===== src/rtl/cordic_share_sched.sv =====
// rtl/cordic_share_sched.sv - shares one pipelined CORDIC across the s/a0/a1 angles of each job
// Optional CORDIC_TIMEOUT_EN adds a WAIT-state watchdog that drives the sticky err_o.
module cordic_share_sched #(
  parameter int DATA_W        = 32,
  parameter int CORDIC_LAT    = 16,
  parameter int JOBS_PER_SLOT = 256
) (
  input  logic              clk,
  input  logic              rst_n,
  input  logic [DATA_W-1:0] theta_s,
  input  logic [DATA_W-1:0] theta_a0,
  input  logic [DATA_W-1:0] theta_a1,
  input  logic              in_vld,
  output logic              in_rdy,
  output logic [DATA_W-1:0] cor_theta_o,
  output logic              cor_vld_o,
  input  logic              cor_vld_i,
  input  logic [DATA_W-1:0] cor_i_i,
  input  logic [DATA_W-1:0] cor_r_i,
  output logic [DATA_W-1:0] s_ival,
  output logic [DATA_W-1:0] s_rval,
  output logic [DATA_W-1:0] a0_ival,
  output logic [DATA_W-1:0] a0_rval,
  output logic [DATA_W-1:0] a1_ival,
  output logic [DATA_W-1:0] a1_rval,
  output logic              out_vld,
  input  logic              out_rdy,
  output logic              slot_last_o,
  output logic              err_o
);

  localparam int CNT_W = (JOBS_PER_SLOT > 1) ? $clog2(JOBS_PER_SLOT) : 1;
  localparam logic [CNT_W-1:0] LAST_JOB = CNT_W'(JOBS_PER_SLOT - 1);

  typedef enum logic [1:0] {IDLE, ISSUE, WAIT, HOLD} state_t;

  state_t            state, state_nxt;
  logic [1:0]        iss_tag, ret_tag;
  logic [DATA_W-1:0] a0_lat, a1_lat;
  logic [CNT_W-1:0]  job_cnt;
  logic              accept, capture, last_cap, out_fire, timeout;
  logic              in_rdy_d, out_vld_d, slot_last_d, cor_vld_d;
  logic [DATA_W-1:0] cor_theta_d;

  assign accept   = (state == IDLE) && in_vld && in_rdy;
  // Results may start returning while still issuing when the core is short.
  assign capture  = cor_vld_i && ((state == ISSUE) || (state == WAIT));
  assign last_cap = capture && (ret_tag == 2'd2);
  assign out_fire = (state == HOLD) && out_vld && out_rdy;

`ifdef CORDIC_TIMEOUT_EN
  logic [7:0] wdog;
  logic       err;

  assign timeout = (state == WAIT) && !last_cap && (wdog == 8'(CORDIC_LAT + 8));
  assign err_o   = err;

  always_ff @(posedge clk or negedge rst_n) begin
    if (!rst_n) begin
      wdog <= '0;
      err  <= 1'b0;
    end else begin
      wdog <= (state == WAIT) ? wdog + 8'd1 : 8'd0;
      if (timeout) err <= 1'b1;
    end
  end
`else
  assign timeout = 1'b0;
  assign err_o   = 1'b0;
`endif

  always_ff @(posedge clk or negedge rst_n) begin
    if (!rst_n) state <= IDLE;
    else        state <= state_nxt;
  end

  always_comb begin
    state_nxt = state;
    case (state)
      IDLE:  if (accept) state_nxt = ISSUE;
      ISSUE: if (iss_tag == 2'd2) state_nxt = WAIT;
      WAIT: begin
        if (last_cap)     state_nxt = HOLD;
        else if (timeout) state_nxt = IDLE;
      end
      HOLD:  if (out_fire) state_nxt = IDLE;
      default: state_nxt = IDLE;
    endcase
  end

  always_comb begin
    in_rdy_d    = (state_nxt == IDLE);
    out_vld_d   = (state_nxt == HOLD);
    slot_last_d = (state_nxt == HOLD) && (job_cnt == LAST_JOB);
    cor_vld_d   = 1'b0;
    cor_theta_d = cor_theta_o;
    if (accept) begin
      cor_vld_d   = 1'b1;
      cor_theta_d = theta_s;
    end else if ((state == ISSUE) && (iss_tag != 2'd2)) begin
      cor_vld_d   = 1'b1;
      cor_theta_d = (iss_tag == 2'd0) ? a0_lat : a1_lat;
    end
  end

  always_ff @(posedge clk or negedge rst_n) begin
    if (!rst_n) begin
      in_rdy      <= 1'b0;
      out_vld     <= 1'b0;
      slot_last_o <= 1'b0;
      cor_vld_o   <= 1'b0;
      cor_theta_o <= '0;
      iss_tag     <= '0;
      ret_tag     <= '0;
      a0_lat      <= '0;
      a1_lat      <= '0;
      job_cnt     <= '0;
      s_ival      <= '0;
      s_rval      <= '0;
      a0_ival     <= '0;
      a0_rval     <= '0;
      a1_ival     <= '0;
      a1_rval     <= '0;
    end else begin
      in_rdy      <= in_rdy_d;
      out_vld     <= out_vld_d;
      slot_last_o <= slot_last_d;
      cor_vld_o   <= cor_vld_d;
      cor_theta_o <= cor_theta_d;
      if (accept) begin
        a0_lat  <= theta_a0;
        a1_lat  <= theta_a1;
        iss_tag <= '0;
        ret_tag <= '0;
      end else begin
        if (state == ISSUE) iss_tag <= iss_tag + 2'd1;
        if (capture)        ret_tag <= ret_tag + 2'd1;
      end
      if (capture) begin
        case (ret_tag)
          2'd0: begin s_ival  <= cor_i_i; s_rval  <= cor_r_i; end
          2'd1: begin a0_ival <= cor_i_i; a0_rval <= cor_r_i; end
          2'd2: begin a1_ival <= cor_i_i; a1_rval <= cor_r_i; end
          default: ;
        endcase
      end
      if (out_fire) job_cnt <= (job_cnt == LAST_JOB) ? '0 : job_cnt + 1'b1;
    end
  end

endmodule

===== config.mk =====
export PLATFORM = sky130hd
export DESIGN_NAME = cordic_share_sched
export DESIGN_NICKNAME = d
export VERILOG_FILES = /design/src/rtl/cordic_share_sched.sv
export SDC_FILE = /design/constraint.sdc
export NUM_CORES = 1
export LEC_CHECK = 0
export ABC_AREA = 1
export ABC_CLOCK_PERIOD_IN_PS = 1800
export CAP_MARGIN = 15
export CORE_ASPECT_RATIO = 1.75
export CORE_MARGIN = 1.5
export CORE_UTILIZATION = 45
export DETAILED_ROUTE_END_ITERATION = 8
export PLACE_DENSITY = 0.78
export SKIP_LAST_GASP = 1
export SYNTH_ARGS = -nofsm -noshare
export SYNTH_HDL_FRONTEND = slang
export SYNTH_SLANG_ARGS = --single-unit

===== constraint.sdc =====
create_clock -name clk -period 1.8 [get_ports clk]
set_input_delay 0.36 -clock clk [delete_from_list [all_inputs] [get_ports clk]]
set_output_delay 0.36 -clock clk [all_outputs]
set_load 0.005 [all_outputs]

==> results of run 1 <==
-- cell families after synthesis --
logic type                 Yosys count  share of synthesized area
buffers and inverters              160                    0.05606
AOI/OAI and AO/OA                  262                     0.1085
adders and majority gates           10                    0.01031
DFF                                306                     0.6307
and+or+nand+nor                    601                     0.1897
other                                1                  0.0003089
xor gates and xnor gates             6                   0.004329
-- worst max-delay path by stage --
stage | to | startpoint | cells after the start | slack, ns
2_1_floorplan | a1_ival[15] | state[1] | 9 | 0.26
3_3_place_gp | cor_theta_o[20] | in_vld | 7 | -0.03
3_5_place_dp | cor_theta_o[20] | in_vld | 7 | -0.04
4_1_cts | a1_rval[20] | a1_rval[20] | 1 | 0.002
5_1_grt | a0_rval[31] | a0_rval[31] | 1 | -0.02
6_report | a0_rval[31] | a0_rval[31] | 1 | 0.02
-- metrics by stage --
step,cells,utilization
finish,2101,0.6683
global route,2101,0.6683
CTS,2083,0.6582
detailed placement,2029,0.6258
global placement,2029,0.6258
floorplan,1346,-
-- cell type report --
| cell class | count | share of cell area |
|---|---|---|
| inverters | 84 | 0.01795 |
| clock inverters | 10 | 0.008731 |
| diodes | 5 | 0.0007041 |
| clock buffers | 38 | 0.04316 |
| multi-input cells | 880 | 0.2159 |
| flip-flops and latches | 306 | 0.4309 |
| repair buffers | 454 | 0.2598 |
| well taps | 324 | 0.02281 |
-- layer usage --
layer | part of all wire | wire length [um] | track usage | up-vias
li1 | - | - | - | 5038
met1 | 0.38 | 13490 | 0.2936 | 5018
met2 | 0.52 | 18530 | 0.4478 | 422
met3 | 0.066 | 2353 | 0.04425 | 82
met4 | 0.042 | 1508 | 0.1182 | 0
met5 | 0 | 0 | 0 | -
-- Yosys cell counts --
cell,n
sky130_fd_sc_hd__inv_1,81
sky130_fd_sc_hd__nand2_4,1
sky130_fd_sc_hd__nor2_8,1
sky130_fd_sc_hd__buf_1,1
sky130_fd_sc_hd__nor3_1,1
sky130_fd_sc_hd__dfrtp_1,306
sky130_fd_sc_hd__a211oi_1,1
sky130_fd_sc_hd__conb_1,1
sky130_fd_sc_hd__nor2_1,48
sky130_fd_sc_hd__nand4_1,2
sky130_fd_sc_hd__nand2_2,2
sky130_fd_sc_hd__nand3_1,10
sky130_fd_sc_hd__inv_4,1
sky130_fd_sc_hd__xnor2_1,1
sky130_fd_sc_hd__a21oi_1,33
sky130_fd_sc_hd__buf_4,5
sky130_fd_sc_hd__a21boi_0,1
sky130_fd_sc_hd__ha_1,10
sky130_fd_sc_hd__inv_2,2
sky130_fd_sc_hd__nand2_1,536
sky130_fd_sc_hd__clkbuf_2,1
sky130_fd_sc_hd__a31oi_1,1
sky130_fd_sc_hd__buf_2,46
sky130_fd_sc_hd__o21ai_1,5
sky130_fd_sc_hd__clkbuf_1,23
sky130_fd_sc_hd__xor2_1,5
sky130_fd_sc_hd__o21ai_0,221
-- where the power goes --
group / internal, mW / switching, mW
sequential: 9.94 / 1.64
clock: 3.54 / 2.50
combinational: 6.04 / 6.02
-- sequential cells by signal (all words and copies together), names as in the netlist, 2 cells and up --
signal / cells
a0_ival: 32
a0_lat: 32
a0_rval: 32
a1_ival: 32
a1_lat: 32
a1_rval: 32
cor_theta_o: 32
s_ival: 32
s_rval: 32
job_cnt: 8
iss_tag: 2
ret_tag: 2
state: 2
-- timing repair --
item                                    in CTS  in global routing
buffers inserted                             5                 13
endpoints found under the setup margin      89                 99
hold buffers                                 1                  0
gates resized for setup                     86                 60
endpoints found under the hold margin       30                  0
pin swaps                                    0                  1
gates cloned                                 0                  0
==> summary.md, run 1 <==
Summing all multi-input logic gate instances after layout gives 3837 um2. The post-layout net count was 1,928; the count of nets left with antenna violations after detail routing was 0. The core region is 26,590 um2.

The tools report the initial antenna violation count as 5. Origin of the critical flop-to-flop path: state[0]. The maximum vdd drop came out at 0.9004 mV.

In this run, distinct cell masters in the synthesized netlist total 27. Summed over all cells, the static leakage comes to 9.564 nW. The wire-length estimate of the detail-placed layout is 25.58 mm. The TritonCTS sink count is 306.

The flow ran to the end, and the final reports show no timing, DRC or antenna violations. Leaving out fill and tap cells, the most frequent cell in the layout is sky130_fd_sc_hd__nand2_1. Setup violations remaining at the end of the flow were counted as 0.

The final sum of negative setup slack is 0 ns. On the final layout, the worst clock skew is 0.008914 ns. Port buffer count: 392. For the number of top-level pins, the log shows 394. The first routing iteration left 689 violations.

Peak per-stage delay on the critical path: 0.53 ns. TritonCTS built the clock tree. The routed layout has 10,560 vias.

The area of the die was 28,010 um2. The sequential cells in the finished layout cover a total of 7657 um2. The first global-routing pass estimated 55.64 mm of wire.

The hold violation total from the final report was 0; the average detailed-routed wire length per instance was 17.08 um. The min-delay analysis places its worst path in the category input pin to async pin. The design area is 17,770 um2.

The fraction of final layout cells with drive strength greater than 1 works out to 0.06490. For the initial core utilization, the log shows 0.4566. The floorplan has 79 rows. The logs give 0 for the final global-route overflow total and 0 for the number of synthesis warnings.

STA classifies the critical path startpoint as a flip-flop. The slowest stage of the critical path is the sky130_fd_sc_hd__clkdlybuf4s50_1 cell. The critical path capture point type is a primary output. Synthesis produced a netlist whose cell count is 1,346. For the worst-skew pair, the clock arrives at the later sink with an insertion delay of 0.54 ns. The endpoint identified for the worst register-to-register timing path is a0_ival[3]. Number of buffer and inverter instances along the worst setup path: 1. For the global-route usage over all layers, the log shows 0.2512. The layout has 2,127 filler cells. The worst setup path is of the flip-flop to primary output kind.

Relative to the synthesized area, the layout overhead comes to 46.38%. The run gives 0 as the number of DRC violations after detailed routing. For this block, the routed nets add up to 35.88 mm of wire. The power density over the cells is 1670 nW/um2. Root buffer cell: sky130_fd_sc_hd__clkbuf_16.

Walking the worst path, the cells encountered are clkdlybuf4s50_1. The required time of the worst setup path is 1.44 ns. For the placement-stage worst setup slack, the log shows -0.04070 ns.

The vias per cell came out at 5.026. The design draws 29.67 mW. Grouping stages by cell kind, the critical path spends the most delay in buffers and inverters. After clock tree synthesis, the clock-pin slew on the worst setup and hold paths is 0.07 ns. The proportion of synthesized chip area in sequential cells was 0.6307.

Largest driver fanout on the critical path: 2. For this run, the detailed router's first-pass iteration total came to 5. The largest total area in the synthesized netlist belongs to sky130_fd_sc_hd__dfrtp_1. At the worst endpoint, the arrival time is 1.42 ns. The H-tree level count came out at 1.

In this run the deepest clock path goes through 3 buffers. The number of max-slew violations in the final report is 0, and the number of global-route vias before repair is 10,420. The cell area that synthesis handed to floorplanning was 12,140 um2. For flop-to-flop paths, the worst setup slack is 0.11 ns. Static timing analysis puts the maximum clock frequency at 561.5 MHz.

The post-route clock period utilization works out to 0.9894. In this run, synthesis produced a sequential element count of 306. The library cells used most frequently in the layout, excluding fill and tap cells, are sky130_fd_sc_hd__nand2_1, sky130_fd_sc_hd__dfrtp_1, sky130_fd_sc_hd__clkdlybuf4s50_1, sky130_fd_sc_hd__o21ai_0, sky130_fd_sc_hd__dlygate4sd2_1. The area share of the leading cell type in the synthesized netlist was 0.6307; the worst-case setup margin in the final layout was 0.01908 ns. The floorplan die height came out at 220.3 um. Synthesized area per cell: 9.020 um2. On the final layout, the worst hold slack is 0.3152 ns. Global placement routability congestion: 0.8914. The floorplan die width is 127.2 um, and the depth of the worst register-to-register path is 7. Sorting the synthesized cells by area gives the leading types as sky130_fd_sc_hd__dfrtp_1, sky130_fd_sc_hd__nand2_1, sky130_fd_sc_hd__o21ai_0. The net count after synthesis was 1,521; the minimum clock period after layout was 1.781 ns. For the reported max-cap violation count, the log shows 0.

For the pin count of the biggest net entering global routing, the log shows 81. The standard cell area after detailed placement is 16,640 um2, and the number of buffers created by CTS is 27.
Note: power is estimated with default switching activity, not from simulation.
==> run 2, diff against run 1 <==
--- a/config.mk
+++ b/config.mk
@@ -5,7 +5,6 @@
 export SDC_FILE = /design/constraint.sdc
 export NUM_CORES = 1
 export LEC_CHECK = 0
-export ABC_AREA = 1
 export ABC_CLOCK_PERIOD_IN_PS = 1800
 export CAP_MARGIN = 15
 export CORE_ASPECT_RATIO = 1.75
==> summary.md, run 2 <==
The run finished with clean final reports. The later-pin clock latency in the skew report is 0.54 ns (about the same), and the core region area is 26,590 um2 (unchanged). The area of the die is 28,070 um2 (was 28,010 um2), and the synthesized area per cell is 14.41 um2 (was 9.020 um2). The tools report the final global-route overflow total as 0 (unchanged).

The floorplan row count was 79 (unchanged); the number of buffer and inverter instances along the worst setup path was 1 (unchanged). The run gives 16,770 um2 (was 16,640 um2) as the standard cell area after detailed placement. Critical path, cell by cell: clkdlybuf4s50_1 (unchanged). The area share of the leading cell type in the synthesized netlist was 0.6295 (was 0.6307); the H-tree level count was 1 (unchanged). The tools report the required time of the worst setup path as 1.44 ns (about the same). The type of origin of the critical path was a flip-flop (unchanged). Most common flop cell mapped by yosys: sky130_fd_sc_hd__dfrtp_1 (unchanged).

Multi-input combinational cell area: 4285 um2 (was 3837 um2). The number of synthesis warnings is 0 (unchanged), and the vias per cell is 5.152 (was 5.026). The post-detailed-routing wire length is 31.75 mm (was 35.88 mm). Setup repair after global routing could not meet its margin everywhere. The number of failing setup endpoints in the final timing report is 0 (unchanged), and the TritonCTS sink count is 306 (unchanged).

The total power after layout is 30.03 mW (was 29.67 mW). The final design utilization came out at 0.6722 (was 0.6683). The average detailed-routed wire length per instance came out at 19.71 um (was 17.08 um). The hold violation total from the final report is 0 (unchanged), and the fraction of registers with async set/reset is 1.000 (unchanged). For the sequential cell area in the final layout, the log shows 7657 um2 (unchanged). The netlist area before placement was 12,160 um2 (was 12,140 um2); the met3 track demand over resource in global routing was 0.06697 (was 0.04425). The instance count of the mapped netlist was 844 (was 1,346). Worst hold path class: input pin to async pin (unchanged). The initial antenna violation count was 1 (was 5); the reported max-cap violation count was 0 (unchanged). The run gives 0.2460 (was 0.2936) as the met1 capacity usage during global routing. The most repeated cell in the gate-level netlist after synthesis is sky130_fd_sc_hd__dfrtp_1 (was sky130_fd_sc_hd__nand2_1). Critical path start-end classification: flip-flop to primary output (unchanged).

The run gives 0 (unchanged) as the number of DRC violations after detailed routing. The proportion of synthesized chip area in sequential cells was 0.6295 (was 0.6307); the fraction of final layout cells with drive strength greater than 1 was 0.2755 (was 0.06490). The largest driver fanout on the critical path works out to 2 (unchanged). The register bit total from synthesis is 306 (unchanged). The most crowded layer after global routing was met2 (unchanged). The peak per-stage delay on the critical path works out to 0.51 ns (was 0.53 ns). The cell with the biggest individual delay on the critical path was sky130_fd_sc_hd__clkdlybuf4s50_1 (unchanged). Fill cell instance count of the final layout: 1,966 (was 2,127). The family with the most delay on the worst path was buffers and inverters (unchanged). TritonCTS built the clock tree. Number of search-and-repair iterations in the first detailed-routing pass: 4 (was 5). The post-route clock period utilization is 0.9787 (was 0.9894), and the global placement routability congestion is 0.7674 (was 0.8914).

The run gives 1,019 (was 1,521) as the net count after synthesis. The run gives 22.69 mm (was 25.58 mm) as the total half-perimeter wirelength after legalization and detailed placement. The worst-case clock skew is 0.008185 ns (was 0.008914 ns), and the worst-case setup margin in the final layout is 0.03829 ns (was 0.01908 ns). The run gives 1.159 mV (was 0.9004 mV) as the maximum vdd drop. Number of max-slew violations in the final report: 0 (unchanged). The dominant cell type by area after synthesis was sky130_fd_sc_hd__dfrtp_1 (unchanged). The tools report the global routing met2 resource utilization as 0.3978 (was 0.4478). Clock transition time at the flip-flop clock pins of the worst setup and hold paths: 0.06 ns (was 0.07 ns).

Critical path capture point type: a primary output (unchanged). The tools report the number of buffers created by CTS as 29 (was 27). The root buffer cell is sky130_fd_sc_hd__clkbuf_16 (unchanged). Commonest non-fill, non-tap cell in the layout: sky130_fd_sc_hd__dfrtp_1 (was sky130_fd_sc_hd__nand2_1). The power density over the cells is 1680 nW/um2 (was 1670 nW/um2), and the count of nets left with antenna violations after detail routing is 0 (unchanged). Number of distinct library cells after synthesis: 29 (was 27). Highest-count cells in the layout ignoring fill and taps: sky130_fd_sc_hd__dfrtp_1, sky130_fd_sc_hd__mux2_2, sky130_fd_sc_hd__clkdlybuf4s50_1, sky130_fd_sc_hd__dlygate4sd2_1, sky130_fd_sc_hd__dlymetal6s2s_1 (was sky130_fd_sc_hd__nand2_1, sky130_fd_sc_hd__dfrtp_1, sky130_fd_sc_hd__clkdlybuf4s50_1, sky130_fd_sc_hd__o21ai_0, sky130_fd_sc_hd__dlygate4sd2_1).

The number of global-route vias before repair is 9,002 (was 10,420). The post-layout net count is 1,442 (was 1,928), and the global-route usage over all layers is 0.2218 (was 0.2512). Top cell types by occurrence after synthesis: sky130_fd_sc_hd__dfrtp_1, sky130_fd_sc_hd__mux2_2, sky130_fd_sc_hd__nand2_1 (was sky130_fd_sc_hd__nand2_1, sky130_fd_sc_hd__dfrtp_1, sky130_fd_sc_hd__o21ai_0).

The port buffer count was 392 (unchanged); the design area was 17,870 um2 (was 17,770 um2). Floorplan die width: 127.3 um (was 127.2 um). The layout-stage area growth over the synthesis result came out at 46.92% (was 46.38%). For the pin count of the biggest net entering global routing, the log shows 66 (was 81). Number of synthesized flops with an enable pin: 0 (unchanged). For the overall via count from detail_route, the log shows 8,300 (was 10,560). The initial detailed-routing violation count was 227 (was 689). The first-pass GRT wire length came out at 48.80 mm (was 55.64 mm).

The run gives 3 (unchanged) as the maximum number of buffers from clock root to sink. The placement-stage worst setup slack is -0.07923 ns (was -0.04070 ns). The run gives 1.40 ns (was 1.42 ns) as the arrival time reported for the critical path endpoint. The logs give 0.4575 (was 0.4566) for the initial core utilization and 567.6 MHz (was 561.5 MHz) for the fmax. The minimum clock period after layout came out at 1.762 ns (was 1.781 ns). The tools report the total leakage power as 8.632 nW (was 9.564 nW). Floorplan die height: 220.5 um (was 220.3 um). Top area cells in the synthesized netlist: sky130_fd_sc_hd__dfrtp_1, sky130_fd_sc_hd__mux2_2, sky130_fd_sc_hd__mux2i_1 (was sky130_fd_sc_hd__dfrtp_1, sky130_fd_sc_hd__nand2_1, sky130_fd_sc_hd__o21ai_0). The number of top-level pins came out at 394 (unchanged).
-- run 2: layer usage --
metal / vias to the layer above / share of wire
met3: 60 / 0.080
met4: 0 / 0.034
li1: 3800 / -
met5: - / 0
met1: 4139 / 0.35
met2: 301 / 0.53
-- run 2: power breakdown --
part           leakage [nW]  switching, mW  internal (mW)
Clock                 0.439           2.51           3.33
Combinational          4.50           4.59           7.65
Sequential             3.70           1.67           10.3
Total                  8.63           8.77           21.3
-- run 2: per-stage QoR --
stage / instances / hold WS [ns] / TNS (ns)
finish: 1611 / 0.3189 / 0
global route: 1610 / 0.3294 / -0.1690
CTS: 1602 / 0.3168 / 0
detailed placement: 1552 / 0.3031 / -9.040
global placement: 1552 / 0.3072 / -15.45
floorplan: 844 / 0.06441 / 0
-- run 2: final timing paths --
kind                             startpoint               to  slack, ns  cells past startpoint
worst min register to register   job_cnt[5]       job_cnt[5]       0.49                      1
max in group asynchronous             rst_n        s_ival[6]       0.77                      3
worst max register to register     state[0]        s_ival[4]       0.06                      6
worst min-delay path                  rst_n      a0_ival[25]       0.32                      2
min in group clk                theta_s[26]  cor_theta_o[26]       0.38                      3
worst max-delay path              s_rval[1]        s_rval[1]       0.04                      1
-- run 2: cell families (layout without fill, tap and decap cells) --
logic type	after synthesis	count (layout)	share of synthesized area
other cells	1	3	0.0003083
buf+inv	55	496	0.02232
mux	291	291	0.2659
simple gates	101	101	0.03569
compound gates	75	75	0.03240
xor+xnor	5	5	0.003600
fa+ha+maj	10	10	0.01029
flops	306	306	0.6295
-- run 2: layout make-up --
| class | count | area share |
|---|---|---|
| sequential | 306 | 0.4285 |
| timing repair buffer | 439 | 0.2568 |
| multi-input combinational | 483 | 0.2398 |
| clock buffer | 42 | 0.04670 |
| tap | 324 | 0.02268 |
| clock inverter | 7 | 0.003640 |
| inverter | 8 | 0.001680 |
| antenna | 2 | 0.0002800 |
-- run 2: repair_timing --
action	CTS	global route
endpoints found under the setup margin	92	163
endpoints found under the hold margin	39	0
resized for setup	92	78
pin swaps	0	0
cloned	0	3
hold buffers	1	0
setup buffers	0	4
==> run 3, diff against run 2 <==
--- a/config.mk
+++ b/config.mk
@@ -5,9 +5,8 @@
 export SDC_FILE = /design/constraint.sdc
 export NUM_CORES = 1
 export LEC_CHECK = 0
-export ABC_CLOCK_PERIOD_IN_PS = 1800
+export ABC_CLOCK_PERIOD_IN_PS = 1950
 export CAP_MARGIN = 15
-export CORE_ASPECT_RATIO = 1.75
 export CORE_MARGIN = 1.5
 export CORE_UTILIZATION = 45
 export DETAILED_ROUTE_END_ITERATION = 8
==> constraint.sdc (replaced) <==
create_clock -name clk -period 1.95 [get_ports clk]
set_input_delay 0.39 -clock clk [delete_from_list [all_inputs] [get_ports clk]]
set_output_delay 0.39 -clock clk [all_outputs]
set_load 0.005 [all_outputs]
==> summary.md, run 3 (synthesis results as in run 2) <==
The logs give 398 (was 227) for the initial detailed-routing violation count and 1.56 ns (was 1.44 ns) for the required time of the worst setup path. The peak per-stage delay on the critical path is 0.58 ns (was 0.51 ns). The arrival time reported for the critical path endpoint is 1.45 ns (was 1.40 ns).

The run gives 1,619 (was 1,611) as the number of cells in the finished layout apart from fillers. The number of global-route vias before repair was 8,922 (was 9,002); the final sum of negative setup slack was 0 ns (unchanged). The total half-perimeter wirelength after legalization and detailed placement is 23.68 mm (was 22.69 mm). The root buffer cell is sky130_fd_sc_hd__clkbuf_16 (unchanged).

The reported max-cap violation count is 0 (unchanged). The floorplan die width is 167.4 um (was 127.3 um), and the maximum vdd drop is 1.242 mV (was 1.159 mV). The tools report the core region area as 26,280 um2 (was 26,590 um2). For the worst-case clock skew, the log shows 0.01225 ns (was 0.008185 ns).

TritonCTS built the clock tree. The average detailed-routed wire length per instance is 19.92 um (was 19.71 um). The total power after layout came out at 29.66 mW (was 30.03 mW). The most crowded layer after global routing was met2 (unchanged). Family with the most delay on the worst path: buffers and inverters (unchanged). The maximum number of buffers from clock root to sink is 3 (unchanged), and the largest driver fanout on the critical path is 2 (unchanged). Setup repair after global routing left no endpoint under its margin. Power density over the cells: 1654 nW/um2 (was 1680 nW/um2).

The vias per cell works out to 5.101 (was 5.152). Critical path, cell by cell: clkdlybuf4s50_1 (unchanged). For the number of buffers created by CTS, the log shows 34 (was 29). The area of the die was 28,030 um2 (was 28,070 um2). The tools report the initial antenna violation count as 1 (unchanged).

The flow ran to the end, and the final reports show no timing, DRC or antenna violations. The tools report the global placement routability congestion as 0.8351 (was 0.7674). Highest-count cells in the layout ignoring fill and taps: sky130_fd_sc_hd__clkdlybuf4s50_1, sky130_fd_sc_hd__dfrtp_1, sky130_fd_sc_hd__mux2_2, sky130_fd_sc_hd__nand2_1, sky130_fd_sc_hd__nor2_1 (was sky130_fd_sc_hd__dfrtp_1, sky130_fd_sc_hd__mux2_2, sky130_fd_sc_hd__clkdlybuf4s50_1, sky130_fd_sc_hd__dlygate4sd2_1, sky130_fd_sc_hd__dlymetal6s2s_1).

The clock transition time at the flip-flop clock pins of the worst setup and hold paths works out to 0.06 ns (about the same). Final global-route overflow total: 0 (unchanged). Critical path capture point type: a primary output (unchanged). The number of buffer and inverter instances along the worst setup path was 1 (unchanged); the hold violation total from the final report was 0 (unchanged). The post-layout net count came out at 1,438 (was 1,442). The post-detailed-routing wire length came out at 32.25 mm (was 31.75 mm). The run gives 4 (unchanged) as the number of search-and-repair iterations in the first detailed-routing pass.

The logs give 59 (was 79) for the floorplan row count and 544.8 MHz for the fmax. The worst hold path class is input pin to async pin (unchanged). The floorplan die height is 167.4 um (was 220.5 um).

For the standard cell area after detailed placement, the log shows 16,790 um2 (was 16,770 um2). The run gives 306 (unchanged) as the TritonCTS sink count. The total placed cells including tap cells came out at 1,561 (was 1,552). The number of failing setup endpoints in the final timing report is 0 (unchanged), and the later-pin clock latency in the skew report is 0.50 ns (was 0.54 ns). The critical path start-end classification was flip-flop to primary output (unchanged). Initial core utilization: 0.4629 (was 0.4575). The run gives 0.2737 (was 0.2460) as the met1 capacity usage during global routing. The clock period could shrink to 1.836 ns. The run gives 0 (unchanged) as the number of max-slew violations in the final report. The H-tree level count is 2 (was 1).

For the pin count of the biggest net entering global routing, the log shows 62 (was 66). The logs give 0.2314 (was 0.2218) for the global-route usage over all layers and 0 (unchanged) for the number of DRC violations after detailed routing. The first-pass GRT wire length is 50.58 mm (was 48.80 mm), and the met3 track demand over resource in global routing is 0.04609 (was 0.06697).

The run gives 0 (unchanged) as the count of nets left with antenna violations after detail routing. The total leakage power is 7.703 nW (was 8.632 nW). For the global routing met2 resource utilization, the log shows 0.4149 (was 0.3978).

Commonest non-fill, non-tap cell in the layout: sky130_fd_sc_hd__clkdlybuf4s50_1 (was sky130_fd_sc_hd__dfrtp_1). The cell with the biggest individual delay on the critical path was sky130_fd_sc_hd__clkdlybuf4s50_1 (unchanged). The fraction of final layout cells with drive strength greater than 1 came out at 0.2751 (was 0.2755). The post-route clock period utilization was 0.9413. The number of top-level pins was 394 (unchanged); the design area was 17,930 um2 (was 17,870 um2). The overall via count from detail_route was 8,258 (was 8,300); the layout-stage area growth over the synthesis result was 47.43% (was 46.92%).

The type of origin of the critical path was a flip-flop (unchanged). The port buffer count came out at 392 (unchanged).
run 3: cell count changes in the layout (fill, tap and decap cells not counted), moves of 2 or more:
| cell | previous run | this run |
|---|---|---|
| sky130_fd_sc_hd__bufinv_16 | 1 | 3 |
| sky130_fd_sc_hd__dlymetal6s2s_1 | 76 | 0 |
| sky130_fd_sc_hd__clkinvlp_4 | 2 | 0 |
| sky130_fd_sc_hd__dlygate4sd2_1 | 92 | 0 |
| sky130_fd_sc_hd__buf_4 | 27 | 21 |
| sky130_fd_sc_hd__clkbuf_16 | 31 | 37 |
| sky130_fd_sc_hd__clkdlybuf4s50_1 | 223 | 391 |
| sky130_fd_sc_hd__buf_6 | 2 | 0 |
run 3: worst paths after layout:
kind | start | to | slack [ns] | cells past startpoint
setup / recovery | a0_rval[4] | a0_rval[4] | 0.11 | 1
hold / removal | rst_n | a0_lat[27] | 0.36 | 2
setup reg to reg | state[1] | slot_last_o | 0.14 | 6
hold reg to reg | job_cnt[7] | job_cnt[7] | 0.49 | 1
max in group asynchronous | rst_n | a0_lat[15] | 1.00 | 3
min in group clk | theta_s[29] | cor_theta_o[29] | 0.45 | 3
run 3: metal layers:
layer | routed length, um | vias to the layer above
met2 | 16800 | 227
met4 | 1158 | 0
met1 | 12660 | 4172
met5 | 0 | -
li1 | - | 3793
met3 | 1620 | 66
run 3: what timing repair did:
action	4_1_cts	5_1_grt
buffers inserted	0	0
gates resized for setup	0	1
hold buffers	1	0
endpoints found under the hold margin	20	0
endpoints found under the setup margin	0	2
run 3: layout make-up:
type / count / area [um2]
diodes: 1 / 2.502
clock buffers: 48 / 1017
clock inverters: 8 / 115.1
fillers: 1886 / 8347
inverters: 8 / 30.03
multi-input cells: 483 / 4275
flip-flops and latches: 306 / 7657
well taps: 335 / 419.2
repair buffers: 430 / 4417
run 3: metrics by stage:
stage	utilization	hold WS (ns)	setup slack [ns]
CTS	0.6822	0.3525	0.05615
global placement	0.6387	0.2823	0.05370
global route	0.6824	0.3773	0.04623
detailed placement	0.6387	0.2809	0.03770
floorplan	-	0.09441	0.2017
finish	0.6824	0.3596	0.1144
run 3: power by group:
| group | switching [mW] | internal [mW] |
|---|---|---|
| registers | 1.66 | 9.49 |
| clock network | 2.44 | 4.01 |
| logic | 4.24 | 7.82 |
